$ cat config.mk
export PLATFORM = sky130hd
export DESIGN_NAME = writeback_unit
export DESIGN_NICKNAME = d
export VERILOG_FILES = /design/src/rtl/writeback_unit_pkg.sv /design/src/rtl/writeback_unit_fifo.sv /design/src/rtl/writeback_unit.sv
export SDC_FILE = /design/constraint.sdc
export NUM_CORES = 1
export LEC_CHECK = 0
export ABC_AREA = 0
export BUFFER_PORTS_ARGS = -buffer_cell sky130_fd_sc_hd__clkbuf_2
export CAP_MARGIN = 20
export CORE_ASPECT_RATIO = 0.8
export CORE_MARGIN = 3
export CORE_UTILIZATION = 29
export CTS_BUF_LIST = sky130_fd_sc_hd__clkbuf_4
export CTS_CLUSTER_SIZE = 40
export DETAILED_ROUTE_END_ITERATION = 10
export PLACE_DENSITY_LB_ADDON = 0.05
export SYNTH_ARGS = -nofsm -noshare
export SYNTH_HDL_FRONTEND = slang
export SYNTH_SLANG_ARGS = --single-unit
$ cat constraint.sdc
create_clock -name clk -period 5.9 [get_ports clk]
set_input_delay 0.295 -clock clk [delete_from_list [all_inputs] [get_ports clk]]
set_output_delay 0.295 -clock clk [all_outputs]
set_load 0.01 [all_outputs]
$ cat src/rtl/writeback_unit_pkg.sv
// Shared types for the integer register-file writeback path.
package writeback_unit_pkg;

    typedef logic [31:0] word;
    typedef logic [4:0]  reg_index_t;

    // One buffered LSU result: destination register and its value.
    typedef struct packed {
        reg_index_t rd;
        word        data;
    } wb_entry_t;

    localparam int NUM_REGS = 32;

    // Register x0 is hard-wired to zero: never written, never pending.
    function automatic logic is_zero_reg(input reg_index_t idx);
        return (idx == '0);
    endfunction

endpackage

$ cat src/rtl/writeback_unit_fifo.sv
// wb_fifo: DEPTH-entry FIFO of wb_entry_t with registered occupancy count.
// DEPTH must be a power of two (pointers wrap naturally).
module wb_fifo
    import writeback_unit_pkg::*;
#(
    parameter int DEPTH = 4
) (
    input  logic                   clk,
    input  logic                   rst_n,
    input  logic                   i_push,
    input  wb_entry_t              i_din,
    input  logic                   i_pop,
    output wb_entry_t              o_dout,
    output logic [$clog2(DEPTH):0] o_count,
    output logic                   o_full,
    output logic                   o_empty
);

    localparam int AW = $clog2(DEPTH);
    localparam logic [AW:0] DEPTH_C = (AW+1)'(DEPTH);

    wb_entry_t     r_mem [DEPTH];
    logic [AW-1:0] r_wr_ptr;
    logic [AW-1:0] r_rd_ptr;
    logic [AW:0]   r_count;
    logic          w_do_push;
    logic          w_do_pop;

    assign o_full    = (r_count == DEPTH_C);
    assign o_empty   = (r_count == '0);
    assign o_count   = r_count;
    assign o_dout    = r_mem[r_rd_ptr];
    assign w_do_push = i_push && !o_full;
    assign w_do_pop  = i_pop && !o_empty;

    // Storage array; contents need no reset because the count gates every read.
    always_ff @(posedge clk) begin
        if (w_do_push) begin
            r_mem[r_wr_ptr] <= i_din;
        end
    end

    // Pointers and occupancy; a simultaneous push and pop leaves the count unchanged.
    always_ff @(posedge clk or negedge rst_n) begin
        if (!rst_n) begin
            r_wr_ptr <= '0;
            r_rd_ptr <= '0;
            r_count  <= '0;
        end else begin
            if (w_do_push) r_wr_ptr <= r_wr_ptr + 1'b1;
            if (w_do_pop)  r_rd_ptr <= r_rd_ptr + 1'b1;
            case ({w_do_push, w_do_pop})
                2'b10:   r_count <= r_count + 1'b1;
                2'b01:   r_count <= r_count - 1'b1;
                default: r_count <= r_count;
            endcase
        end
    end

endmodule

$ cat src/rtl/writeback_unit.sv
// writeback_unit: drives the register-file write port from registered outputs,
// merging single-cycle ALU results (priority) with buffered LSU results, and
// tracks in-flight load destinations so decode can stall on RAW hazards.
// Optional macro WB_FORWARD_EN: mask hazard for the index being written this
// cycle (the register file commits on negedge, so the read is valid in time).
module writeback_unit
    import writeback_unit_pkg::*;
#(
    parameter int DEPTH = 4
) (
    input  logic        clk,
    input  logic        rst_n,
    input  logic        alu_valid,
    input  logic [4:0]  alu_rd,
    input  logic [31:0] alu_data,
    input  logic        lsu_valid,
    output logic        lsu_ready,
    input  logic [4:0]  lsu_rd,
    input  logic [31:0] lsu_data,
    input  logic        issue_valid,
    input  logic [4:0]  issue_rd,
    input  logic [4:0]  chk_rs1,
    input  logic [4:0]  chk_rs2,
    output logic        hazard,
    output logic        rd_w,
    output logic [4:0]  rd_index,
    output logic [31:0] rd_in
);

    localparam int CW = $clog2(DEPTH) + 1;
    localparam logic [CW-1:0] DEPTH_C = CW'(DEPTH);

    logic                r_rd_w;
    logic [4:0]          r_rd_index;
    logic [31:0]         r_rd_in;
    logic                r_from_lsu;
    logic [NUM_REGS-1:0] r_pending;

    logic [NUM_REGS-1:0] w_pending_next;
    wb_entry_t           w_push_entry;
    wb_entry_t           w_head;
    logic                w_push;
    logic                w_pop;
    logic                w_full;
    logic                w_empty;
    logic [CW-1:0]       w_count;
    logic                w_hz1;
    logic                w_hz2;

    // Full means no accept even if a pop happens this cycle: no pass-through.
    assign lsu_ready    = !w_full;
    assign w_push       = lsu_valid && lsu_ready;
    assign w_pop        = !alu_valid && !w_empty;
    assign w_push_entry = '{rd: lsu_rd, data: lsu_data};

    wb_fifo #(
        .DEPTH (DEPTH)
    ) u_fifo (
        .clk     (clk),
        .rst_n   (rst_n),
        .i_push  (w_push),
        .i_din   (w_push_entry),
        .i_pop   (w_pop),
        .o_dout  (w_head),
        .o_count (w_count),
        .o_full  (w_full),
        .o_empty (w_empty)
    );

    // Registered write port: ALU first, else oldest LSU entry, else idle with payload held.
    always_ff @(posedge clk or negedge rst_n) begin
        if (!rst_n) begin
            r_rd_w     <= 1'b0;
            r_rd_index <= '0;
            r_rd_in    <= '0;
            r_from_lsu <= 1'b0;
        end else if (alu_valid) begin
            r_rd_w     <= !is_zero_reg(alu_rd);
            r_rd_index <= alu_rd;
            r_rd_in    <= alu_data;
            r_from_lsu <= 1'b0;
        end else if (w_pop) begin
            r_rd_w     <= !is_zero_reg(w_head.rd);
            r_rd_index <= w_head.rd;
            r_rd_in    <= w_head.data;
            r_from_lsu <= 1'b1;
        end else begin
            r_rd_w     <= 1'b0;
            r_from_lsu <= 1'b0;
        end
    end

    // Next scoreboard: clear the load being written now, then set new issues (set wins).
    always_comb begin
        w_pending_next = r_pending;
        if (r_rd_w && r_from_lsu) begin
            w_pending_next[r_rd_index] = 1'b0;
        end
        if (issue_valid && !is_zero_reg(issue_rd)) begin
            w_pending_next[issue_rd] = 1'b1;
        end
    end

    // Scoreboard register; bit 0 can never be set.
    always_ff @(posedge clk or negedge rst_n) begin
        if (!rst_n) begin
            r_pending <= '0;
        end else begin
            r_pending <= w_pending_next;
        end
    end

    // Hazard lookup for both decode sources; x0 never stalls.
    always_comb begin
        w_hz1 = !is_zero_reg(chk_rs1) && r_pending[chk_rs1];
        w_hz2 = !is_zero_reg(chk_rs2) && r_pending[chk_rs2];
`ifdef WB_FORWARD_EN
        if (r_rd_w && (chk_rs1 == r_rd_index)) w_hz1 = 1'b0;
        if (r_rd_w && (chk_rs2 == r_rd_index)) w_hz2 = 1'b0;
`else
        w_hz1 = w_hz1;
        w_hz2 = w_hz2;
`endif
    end

    assign hazard   = w_hz1 || w_hz2;
    assign rd_w     = r_rd_w;
    assign rd_index = r_rd_index;
    assign rd_in    = r_rd_in;

`ifndef SYNTHESIS
    // Decode must never let an ALU result target a register with a load in flight.
    always @(posedge clk) begin
        if (rst_n && alu_valid && r_pending[alu_rd]) begin
            $error("writeback_unit: ALU write to pending register x%0d", alu_rd);
        end
        if (rst_n && (w_count > DEPTH_C)) begin
            $error("writeback_unit: LSU buffer count overflow %0d", w_count);
        end
    end
`endif

endmodule

==> impl_metrics.toml <==
[outcome]
status = "finished clean"

[floorplanning]
core_um2 = 31600
die_x_um = 207
initial_core_util = 0.296
ios = 134
fp.dieArea_um2 = 34400
core.rowCount = 58
die_height_um = 166

[routing]
via_count = 6099
drc = 0
vias_per_cell = 4.67
drt_first_pass_iters = 5
wl_mm = 24.3
postRouteAntennaNets = 0
wire_per_inst_um = 18.7
drtIter0Drc = 340

[yosys]
synthSimpleGateAreaFrac = 0.0510
synthTopCellsByArea = "edfxtp_1 (48%), dfrtp_1 (21%), mux4_2 (11%)"
avgSynthCellArea_um2 = 16.2
yosysWarnings = 0
ys_types = 39
syn_inst = 576
synth_nets = 676
ys_seq_area_frac = 0.685
ys_ff_latch = 226
netlist_area_um2 = 9330
synth_fa_ha_area_frac = 0.00885
synthXorXnorAreaFrac = 0.00563
synth_compound_area_frac = 0.0642
yosys.area.top_type = "edfxtp_1"
synth_top_cell_area_share = 0.476
synth_top_family_by_area = "multiplexers"
muxShareOfSynthArea = 0.166

[critical_path]
slowest_stage = "mux4_1"
slowest_delay_ns = 0.51
crit_path_start_kind = "flip-flop"
crit_required_ns = 5.61
crit_fanout = 3
r2r_start = "u_fifo.r_rd_ptr[0]"
crit_chain = "mux4_1 > nand4b_1 > o21ai_1 > or3_1 > or4_1 > clkbuf_2"
cp_data_arrival_time_ns = 2.67
reg2reg_to = "rd_w"
cp.depth = 6
criticalPathCategory = "reg -> out"
reg2reg_depth = 4
critPathBufInv = 1
rrSetupSlack_ns = 3.38
critical_path.endpoint_type = "output pin"
cp_top_family = "simple AND/OR/NAND/NOR gates"

[global_routing]
track_usage = 0.143
grt_overflow_total = 0
grt_max_degree = 50
grt_pass1_vias = 6457
antenna_found_initial = 1
grt_first_pass_wirelength_mm = 37.7

[worst_hold_path]
holdPathStages = 3
hp-start = "issue_rd[1]"
holdCritPathClass = "in -> reg"
hold_end = "r_pending[24]"

[placed_design]
dp_hpwl_mm = 15.1
placed_area_um2 = 10500
dp_slack_ns = 3.34
portBuffers = 133
place_congestion = 0.812

[timing]
fin_crit_sh = 0.502
tightest_slew_ns = 0.851
hold_violations = 0
worst_slack_ns = 2.94
skew_ns = 0.0359
slew_violations = 0
relSlewSlack = 0.433
clock.fmax_mhz = 338
rsz0062_at_grt = "no"
fin_tns_setup_ns = 0
final.min_clock_period_ns = 2.96
finalSetupViolCount = 0

[power_and_ir_drop]
p_per_area_nw_per_um2 = 436
p_leak_nw = 4.61
ir_worst_vdd_mv = 0.183

[clock_tree]
ctsResizeCount = 0
cts_buffer_depth = 3
clock_sinks = 226
root_buffer = "clkbuf_4"
cts_htree_levels = 2
clkSlewWorstSetupHoldPaths_ns = 0.06
cts_made_buffers = 61
cts_tree = "done"
clk_latency_ns = 0.70

[layout]
syn_to_final_growth_pct = 29.7
final_nets = 934
seqCellArea_um2 = 6400
fin_area_um2 = 12100
n_fill_cell = 3047
multi_input_area_um2 = 2770
drive_gt1_frac = 0.336

[flow_run]
drv_cap = 0
## cell usage after synthesis
library cell / instances
edfxtp_1: 148
o21ai_0: 97
dfrtp_1: 78
mux4_2: 45
nand2_1: 43
mux2i_1: 42
clkbuf_1: 17
inv_1: 13
nand3b_1: 9
nor2_1: 9
nand3_1: 6
a222oi_1: 5
buf_2: 5
ha_1: 5
and3_1: 4
buf_1: 4
mux4_1: 4
or3_1: 4
nand4_1: 3
nor3_1: 3
or3b_2: 3
or4_1: 3
xnor2_1: 3
xor2_1: 3
a22oi_1: 2
buf_6: 2
nand4b_1: 2
nor4_1: 2
o2111ai_1: 2
a21o_1: 1
a21oi_1: 1
and2_1: 1
fa_1: 1
mux2_2: 1
nor2b_1: 1
nor3b_1: 1
o21a_1: 1
o21ai_1: 1
o22ai_1: 1
## worst max path at each step
stage / to / slack (ns) / startpoint
floorplan: hazard / 3.66 / chk_rs1[1]
global placement: rd_w / 3.36 / u_fifo.r_rd_ptr[0]
detailed placement: rd_w / 3.34 / u_fifo.r_rd_ptr[0]
CTS: hazard / 2.87 / r_pending[25]
global route: hazard / 2.76 / r_pending[25]
finish: hazard / 2.94 / r_pending[25]
## report_power, final
| group | internal (mW) | switching [mW] | leakage, nW | total (mW) |
|---|---|---|---|---|
| clock | 0.742 | 0.634 | 0.477 | 1.38 |
| combinational | 0.680 | 0.706 | 1.91 | 1.39 |
| sequential | 2.16 | 0.347 | 2.23 | 2.51 |
| total | 3.59 | 1.69 | 4.61 | 5.27 |
## logic make-up (layout without fill, tap and decap cells)
family / count (synthesis) / after routing
and+or+nand+nor: 94 / 94
AOI/OAI and AO/OA: 111 / 111
DFF: 226 / 226
xor gates and xnor gates: 6 / 6
buffers and inverters: 41 / 349
adders and majority gates: 6 / 6
other: 0 / 1
muxes: 92 / 92
## worst register-to-register path: stages, from the launching register on
cell	delay (ns)
dfrtp_4	0.99
mux4_2	0.64
or4_1	0.53
o21ai_0	0.16
nand2_1	0.06
## registers in the layout, summed over array words and instances (netlist names)
name             count
r_pending           32
u_fifo.r_rd_ptr      2
rd_w                 1
r_from_lsu           1
u_fifo.r_wr_ptr      2
u_fifo.r_mem       148
rd_index             5
u_fifo.o_count       3
rd_in               32
## cell type report
cell class,count,area share
Clock inverter,16,0.00538
Inverter,13,0.00403
Tap cell,420,0.0434
Timing Repair Buffer,223,0.129
Antenna cell,1,0.000207
Multi-Input combinational cell,309,0.229
Sequential cell,226,0.529
Clock buffer,97,0.0602
## timing repair
action / 4_1_cts / 5_1_grt
hold buffers: 81 / 0
hold endpoints to repair: 247 / 0
buffers inserted: 0 / 0
## placed cells by master (no fill, tap or decap), drive strengths merged, types with 4 or more instances in the layout
cell,n
clkbuf,229
edfxtp,148
o21ai,98
dlygate4sd3,81
dfrtp,78
mux4,49
nand2,43
mux2i,42
clkinv,15
inv,14
buf,10
nor2,9
nand3b,9
nand3,6
a222oi,5
ha,5
or3,4
and3,4
## through the flow
stage	power [mW]	util	hold WS, ns	instances
final	5.27	0.383	0.152	1305
after global routing	5.67	0.383	0.0894	1305
after CTS	5.39	0.383	0.0638	1303
after detailed placement	3.92	0.332	0.385	1109
after global placement	3.88	0.332	0.357	1109
after floorplan	3.32	-	-0.000591	576
## routing by layer
layer / vias up / routed length, µm / GRT usage
met2: 176 / 11500 / 0.224
met5: - / 0 / 0
met4: 0 / 358 / 0.0445
met3: 34 / 1390 / 0.0367
met1: 3063 / 11100 / 0.197
li1: 2826 / - / -
(Power assumes the default switching activity.)
